[src/rtl/conv1d_pkg.sv]
// conv1d_pkg: shared sizes, output word record and config clamp helpers for the
// conv1d output stage.
package conv1d_pkg;

  localparam int unsigned BYTE_SIZE    = 8;
  localparam int unsigned INT32_SIZE   = 32;
  localparam int unsigned MAX_CHANNELS = 128;
  localparam int unsigned MAX_POOL     = 4;

  // Widths able to hold the clamped config values themselves (1..MAX).
  localparam int unsigned CH_W   = $clog2(MAX_CHANNELS + 1);
  localparam int unsigned POOL_W = $clog2(MAX_POOL + 1);
  localparam int unsigned IDX_W  = $clog2(MAX_CHANNELS);

  typedef struct packed {
    logic [INT32_SIZE-1:0] data;
    logic [2:0]            bytes;
    logic                  last;
  } out_word_t;

  function automatic logic [CH_W-1:0] clamp_depth(input logic [31:0] v);
    if (v == 32'd0) return CH_W'(1);
    if (v > MAX_CHANNELS) return CH_W'(MAX_CHANNELS);
    return v[CH_W-1:0];
  endfunction

  function automatic logic [POOL_W-1:0] clamp_pool(input logic [31:0] v);
    if (v == 32'd0) return POOL_W'(1);
    if (v > MAX_POOL) return POOL_W'(MAX_POOL);
    return v[POOL_W-1:0];
  endfunction

endpackage

[src/rtl/conv1d_out_fifo.sv]
// conv1d_out_fifo: synchronous FIFO of out_word_t.
// Ports:
//   clk, rst_n        clock, asynchronous active-low reset
//   i_clr             synchronous flush
//   i_push, i_wdata   write side (caller never pushes when full)
//   i_pop             pop request, ignored when empty
//   o_rdata, o_valid  head entry (zero when empty), head valid
//   o_full            no free entry
module conv1d_out_fifo
  import conv1d_pkg::*;
#(
  parameter int unsigned DEPTH = 4  // power of 2, >= 2
) (
  input  logic      clk,
  input  logic      rst_n,
  input  logic      i_clr,
  input  logic      i_push,
  input  out_word_t i_wdata,
  input  logic      i_pop,
  output out_word_t o_rdata,
  output logic      o_valid,
  output logic      o_full
);

  localparam int unsigned PTR_W = $clog2(DEPTH);
  localparam int unsigned CNT_W = $clog2(DEPTH + 1);

  out_word_t        r_mem [DEPTH];
  logic [PTR_W-1:0] r_wr_ptr;
  logic [PTR_W-1:0] r_rd_ptr;
  logic [CNT_W-1:0] r_count;
  logic             w_pop;

  assign o_valid = (r_count != '0);
  assign o_full  = (r_count == CNT_W'(DEPTH));
  assign w_pop   = i_pop && o_valid;
  assign o_rdata = o_valid ? r_mem[r_rd_ptr] : '0;

  always_ff @(posedge clk) begin
    if (i_push && !i_clr) r_mem[r_wr_ptr] <= i_wdata;
  end

  always_ff @(posedge clk or negedge rst_n) begin
    if (!rst_n) begin
      r_wr_ptr <= '0;
      r_rd_ptr <= '0;
      r_count  <= '0;
    end else if (i_clr) begin
      r_wr_ptr <= '0;
      r_rd_ptr <= '0;
      r_count  <= '0;
    end else begin
      if (i_push) r_wr_ptr <= r_wr_ptr + PTR_W'(1);
      if (w_pop)  r_rd_ptr <= r_rd_ptr + PTR_W'(1);
      unique case ({i_push, w_pop})
        2'b10:   r_count <= r_count + CNT_W'(1);
        2'b01:   r_count <= r_count - CNT_W'(1);
        default: r_count <= r_count;
      endcase
    end
  end

endmodule

[src/rtl/conv1d_out_pool.sv]
// conv1d_out_pool: optional 1-D max-pool along x per channel over an int8
// stream (x-major, channel-minor), packing results little-endian into 32-bit
// words queued in a small FIFO.
// Ports:
//   clk, rst_n                     clock, asynchronous active-low reset
//   i_cfg_load                     latch depth/pool, flush all state
//   i_cfg_depth, i_cfg_pool        channels per x position, pool window
//   i_in_valid/o_in_ready/i_in_data  int8 input stream
//   o_out_valid/i_out_ready        output word handshake
//   o_out_data/o_out_bytes/o_out_last  packed word, valid byte count, end of position
//   o_pos_count                    pooled positions completed since cfg_load
module conv1d_out_pool
  import conv1d_pkg::*;
#(
  parameter int unsigned FIFO_DEPTH = 4
) (
  input  logic                  clk,
  input  logic                  rst_n,
  input  logic                  i_cfg_load,
  input  logic [31:0]           i_cfg_depth,
  input  logic [31:0]           i_cfg_pool,
  input  logic                  i_in_valid,
  output logic                  o_in_ready,
  input  logic [BYTE_SIZE-1:0]  i_in_data,
  output logic                  o_out_valid,
  input  logic                  i_out_ready,
  output logic [INT32_SIZE-1:0] o_out_data,
  output logic [2:0]            o_out_bytes,
  output logic                  o_out_last,
  output logic [15:0]           o_pos_count
);

  logic [CH_W-1:0]       r_depth;
  logic [POOL_W-1:0]     r_pool;
  logic [CH_W-1:0]       r_ch;
  logic [POOL_W-1:0]     r_p;
  logic [1:0]            r_lane;
  logic [INT32_SIZE-1:0] r_pack;
  logic [15:0]           r_pos;
  logic [BYTE_SIZE-1:0]  r_max_buf [MAX_CHANNELS];

  logic                  w_accept, w_ch_last, w_p_last, w_res_valid, w_push, w_fifo_full;
  logic [BYTE_SIZE-1:0]  w_buf, w_max, w_res;
  logic [INT32_SIZE-1:0] w_pack_data;
  out_word_t             w_push_word, w_head;

  assign o_in_ready  = !i_cfg_load && !w_fifo_full;
  assign w_accept    = i_in_valid && o_in_ready;
  assign w_ch_last   = (r_ch == r_depth - CH_W'(1));
  assign w_p_last    = (r_p == r_pool - POOL_W'(1));
  assign w_buf       = r_max_buf[r_ch[IDX_W-1:0]];
  assign w_max       = ($signed(w_buf) > $signed(i_in_data)) ? w_buf : i_in_data;
  assign w_res       = (r_pool == POOL_W'(1)) ? i_in_data : w_max;
  assign w_res_valid = w_accept && w_p_last;
  assign w_push      = w_res_valid && ((r_lane == 2'd3) || w_ch_last);

  // Lanes above r_lane are always zero in r_pack, so a short word is zero-padded.
  always_comb begin
    w_pack_data = r_pack;
    w_pack_data[r_lane*BYTE_SIZE +: BYTE_SIZE] = w_res;
  end

  assign w_push_word = '{data: w_pack_data, bytes: {1'b0, r_lane} + 3'd1, last: w_ch_last};

  // Running max is deliberately not reset; phase 0 overwrites it.
  always_ff @(posedge clk) begin
    if (w_accept && !w_p_last) begin
      r_max_buf[r_ch[IDX_W-1:0]] <= (r_p == '0) ? i_in_data : w_max;
    end
  end

  always_ff @(posedge clk or negedge rst_n) begin
    if (!rst_n) begin
      r_depth <= CH_W'(1);
      r_pool  <= POOL_W'(1);
      r_ch    <= '0;
      r_p     <= '0;
      r_lane  <= '0;
      r_pack  <= '0;
      r_pos   <= '0;
    end else if (i_cfg_load) begin
      r_depth <= clamp_depth(i_cfg_depth);
      r_pool  <= clamp_pool(i_cfg_pool);
      r_ch    <= '0;
      r_p     <= '0;
      r_lane  <= '0;
      r_pack  <= '0;
      r_pos   <= '0;
    end else if (w_accept) begin
      if (w_ch_last) begin
        r_ch <= '0;
        r_p  <= w_p_last ? '0 : r_p + POOL_W'(1);
      end else begin
        r_ch <= r_ch + CH_W'(1);
      end
      if (w_push) begin
        r_lane <= '0;
        r_pack <= '0;
        if (w_ch_last) r_pos <= r_pos + 16'd1;
      end else if (w_res_valid) begin
        r_lane <= r_lane + 2'd1;
        r_pack <= w_pack_data;
      end
    end
  end

  conv1d_out_fifo #(
    .DEPTH (FIFO_DEPTH)
  ) u_fifo (
    .clk     (clk),
    .rst_n   (rst_n),
    .i_clr   (i_cfg_load),
    .i_push  (w_push),
    .i_wdata (w_push_word),
    .i_pop   (i_out_ready),
    .o_rdata (w_head),
    .o_valid (o_out_valid),
    .o_full  (w_fifo_full)
  );

  assign o_out_data  = w_head.data;
  assign o_out_bytes = w_head.bytes;
  assign o_out_last  = w_head.last;
  assign o_pos_count = r_pos;

endmodule

[config.mk]
export PLATFORM = sky130hd
export DESIGN_NAME = conv1d_out_pool
export DESIGN_NICKNAME = d
export VERILOG_FILES = /design/src/rtl/conv1d_pkg.sv /design/src/rtl/conv1d_out_fifo.sv /design/src/rtl/conv1d_out_pool.sv
export SDC_FILE = /design/constraint.sdc
export NUM_CORES = 1
export LEC_CHECK = 0
export CAP_MARGIN = 0
export CORE_UTILIZATION = 65
export DETAILED_ROUTE_END_ITERATION = 10
export PLACE_DENSITY = 0.83
export SLEW_MARGIN = 25
export SYNTH_ARGS = -nofsm -noshare
export SYNTH_HDL_FRONTEND = slang
export SYNTH_SLANG_ARGS = --single-unit
[constraint.sdc]
create_clock -name clk -period 21.8 [get_ports clk]
set_clock_uncertainty 0.1 [all_clocks]
set_input_delay 2.18 -clock clk [delete_from_list [all_inputs] [get_ports clk]]
set_output_delay 2.18 -clock clk [all_outputs]
set_load 0.03 [all_outputs]
==> qor.csv <==
stage;metric;value;unit
worst_setup_path;critical path class;reg2reg;
run;max-capacitance violation count;0;
cts;CTS root buf;clkbuf_16;
drt;vias per cell;6.989;
cts;htree depth;3;
placement;Post-DP Area;0.05322;mm2
synthesis;syn_nets;3047;
synthesis;Synth warnings;0;
sta;setup TNS;0;ns
cells_and_area;area of the multi-input gates;0.01299;mm2
drt;Avg WL per Cell;30.22;um
synthesis;Async SR Flop Fraction;6.335;%
cells_and_area;Final Util;74.95;%
synthesis;synthesized area;0.05063;mm2
worst_setup_path;Reg-to-Reg End;r_max_buf[1][5];
global_route;grt total ovfl;0;
pwr;Final Total Pwr;0.005438;W
cells_and_area;most common cell after layout, fill and taps aside;edfxtp_1;
cells_and_area;# fillers;4101;
cells_and_area;post-layout instance area;0.05730;mm2
drt;TritonRoute pass-1 iters;7;
die;die area;0.07901;mm2
synthesis;Main synth FF type;edfxtp_1;
sta;worst slew pin tran;1.110;ns
sta;setup slack after layout;12.62;ns
cts;Worst-path clk slew;0.06;ns
placement;IO Port Bufs;130;
cells_and_area;share of post-route cells with drive strength above 1;14.90;%
die;number of cell rows;101;
worst_setup_path;Worst R2R Setup Slack;12.62;ns
worst_setup_path;CP most frequent cell;buf_4;
worst_hold_path;WHS Path Cells;2;
worst_setup_path;slowest stage delay, CP;0.95;ns
drt;WL final;127.5;mm
drt;Post-DRT Antenna Nets;0;
drt;DRC violations left;0;
worst_setup_path;CP Data Required Time;22.01;ns
placement;Setup WS pre-CTS;12.34;ns
cts;Max Buffers Root-to-Sink;3;
worst_setup_path;reg2reg start;r_ch[2];
cts;cts hold-fix bufs;0;
pwr;Pwr Density;94.90;mW/mm2
cts;Setup Fix Bufs, Post-CTS;0;
synthesis;post-synth top area cell;edfxtp_1;
synthesis;Syn Inst Count;2944;
worst_hold_path;Hold Crit Class;reg2reg;
worst_setup_path;critical path cell sequence;buf_12 > buf_4 > buf_4 > mux4_2 > a21oi_1 > a21oi_1 > a21boi_0 > nor3_1 > mux2_2 > inv_1 > ha_1 > nand3_1 > o32ai_1 > mux2i_1 > nand3_2 > o21ai_4 > buf_4;
synthesis;EDFF count, synth;1168;
sta;part of the cycle the worst path needs;42.11;%
worst_hold_path;WHS Endpoint;r_pack[31];
synthesis;sequential share of the synthesized area;73.18;%
synthesis;synth top area cells;edfxtp_1 69%, mux4_2 8.0%, mux2i_1 4.4%;
sta;# setup viols final;0;
sta;Rel. slew slack;26.00;%
synthesis;FF+latch count, synth;1247;
cts;Clock Latency Late Sink;0.69;ns
cells_and_area;most frequent cells in the layout;1168 x edfxtp_1, 221 x mux2i_1, 180 x mux4_2, 180 x nor2_1, 156 x nand2_1;
drt;Via Count;29493;
cells_and_area;Area Overhead vs Synth;13.17;%
sta;Final Hold Viols;0;
pwr;Worst VDD drop;0.08180;mV
sta;Pins Over Slew Limit;0;
sta;f_max;0.1089;GHz
synthesis;Synth top area share;69.27;%
cts;TritonCTS clock tree;yes;
worst_setup_path;CP endpoint kind;flip-flop;
cells_and_area;fin nets;3192;
worst_setup_path;Worst path slowest cell;buf_4;
pwr;LEAKAGE;17.77;nW
cts;Post-CTS Resized;0;
die;die width;281.1;um
sta;clock period minus worst slack;9.179;ns
run_status;outcome;finished clean;
placement;Placer Congestion;0.9164;
global_route;first-pass GRT wire length;186.9;mm
global_route;largest net degree at the start of global routing;128;
worst_setup_path;critical path arrival;9.39;ns
sta;RSZ-0062 raised after global routing;no;
drt;initial DRC count;3864;
die;IO Count;131;
die;initial core utilization;66.22;%
cts;TritonCTS buffer count;117;
global_route;antenna violations before repair;5;
die;core area;0.07645;mm2
worst_setup_path;Reg2Reg Depth;17;
cells_and_area;FF+latch area;0.03706;mm2
worst_setup_path;Crit Path Max Fanout;119;
worst_setup_path;crit start category;flip-flop;
synthesis;Netlist cell types;62;
placement;DPL Wire Length;74.07;mm
global_route;Total GRT Usage;32.41;%
worst_hold_path;min-delay src;r_pack[31];
die;die height;281.1;um
cts;total clock sinks;1247;
synthesis;Avg Synthesized Cell Area;17.20;um2
global_route;vias in the first global route;29577;
-- synthesized netlist by cell type, types with 9 or more instances --
cell type and count:
a22oi_1 105, nand2b_1 9, and2_1 45, nand3_1 88, a211oi_1 10, nor2b_1 15
o211ai_1 41, nand2_1 156, ha_1 25, inv_1 42, clkbuf_1 101, a21oi_1 70
mux2i_1 221, o2111ai_1 20, nor4_1 17, o31ai_1 10, a32oi_1 32, xor2_1 12
or3_1 18, buf_2 12, nor2_1 183, mux4_2 180, nand4_1 27, or4_1 9
o21ai_0 71, edfxtp_1 1168, dfrtp_1 77, nor3_1 31, mux2_2 22, buf_1 43
a21boi_0 9
-- cells by family (layout without fill, tap and decap cells) --
kind of cell / after synthesis / in the layout / synth area share (%)
mux: 423 / 423 / 12.87
buf+inv: 205 / 448 / 1.586
other cells: 0 / 3 / 0
fa+ha+maj: 26 / 26 / 0.6573
compound gates: 406 / 406 / 5.592
xor+xnor: 19 / 19 / 0.3583
simple gates: 618 / 618 / 5.758
flops: 1247 / 1247 / 73.18
-- critical path: cells and delay by family, from the launching register on --
family                     cells  cell delay [ns]
muxes                          3             1.13
buffers and inverters          5             3.46
AOI/OAI and AO/OA              5             1.88
adders and majority gates      1             0.24
and+or+nand+nor                3             0.83
DFF                            1             0.78
-- layout make-up --
cell class | count | area share [%]
multi-input cells | 1492 | 22.67
well taps | 1030 | 2.249
flip-flops and latches | 1247 | 64.68
inverters | 46 | 0.3013
repair buffers | 185 | 3.232
diodes | 3 | 0.01310
clock buffers | 149 | 5.551
clock inverters | 68 | 1.301
-- registers in the layout, summed over array words and instances (netlist names) --
register	cells
r_max_buf	1024
u_fifo.r_mem	144
r_pack	32
o_pos_count	16
r_ch	8
r_depth	8
r_p	3
r_pool	3
u_fifo.r_count	3
r_lane	2
u_fifo.r_rd_ptr	2
u_fifo.r_wr_ptr	2
-- power breakdown --
group | switching (W) | total, W | leakage [nW] | internal (W)
clock network | 0.000876 | 0.00208 | 1.89 | 0.00121
registers | 0.00000840 | 0.00282 | 11.6 | 0.00281
logic | 0.000407 | 0.000536 | 4.30 | 0.000129
-- through the flow --
step	cells	hold slack, ns
final	4220	0.4063
after global routing	4217	0.4260
after CTS	4213	0.4068
after detailed placement	3996	0.3921
after global placement	3994	0.3902
after floorplan	2944	0.3674
-- how the worst max path moves through the flow --
stage	startpoint	to	slack, ns	cells past startpoint
final	r_ch[2]	r_max_buf[1][5]	12.62	17
after CTS	r_ch[2]	r_max_buf[68][7]	12.16	17
after global placement	r_ch[2]	r_max_buf[2][7]	12.59	17
after global routing	r_ch[2]	r_max_buf[5][5]	12.42	17
after detailed placement	r_ch[2]	r_max_buf[6][7]	12.34	17
after floorplan	r_ch[0]	r_max_buf[0][0]	11.66	16
-- routing by layer --
| layer | global-route usage (%) | share of wire, % |
|---|---|---|
| met4 | 13.97 | 4.5 |
| met1 | 42.91 | 36 |
| met2 | 52.64 | 49 |
| met5 | 0 | 0.025 |
| met3 | 6.767 | 11 |
Power figures use the tool's default switching activity.
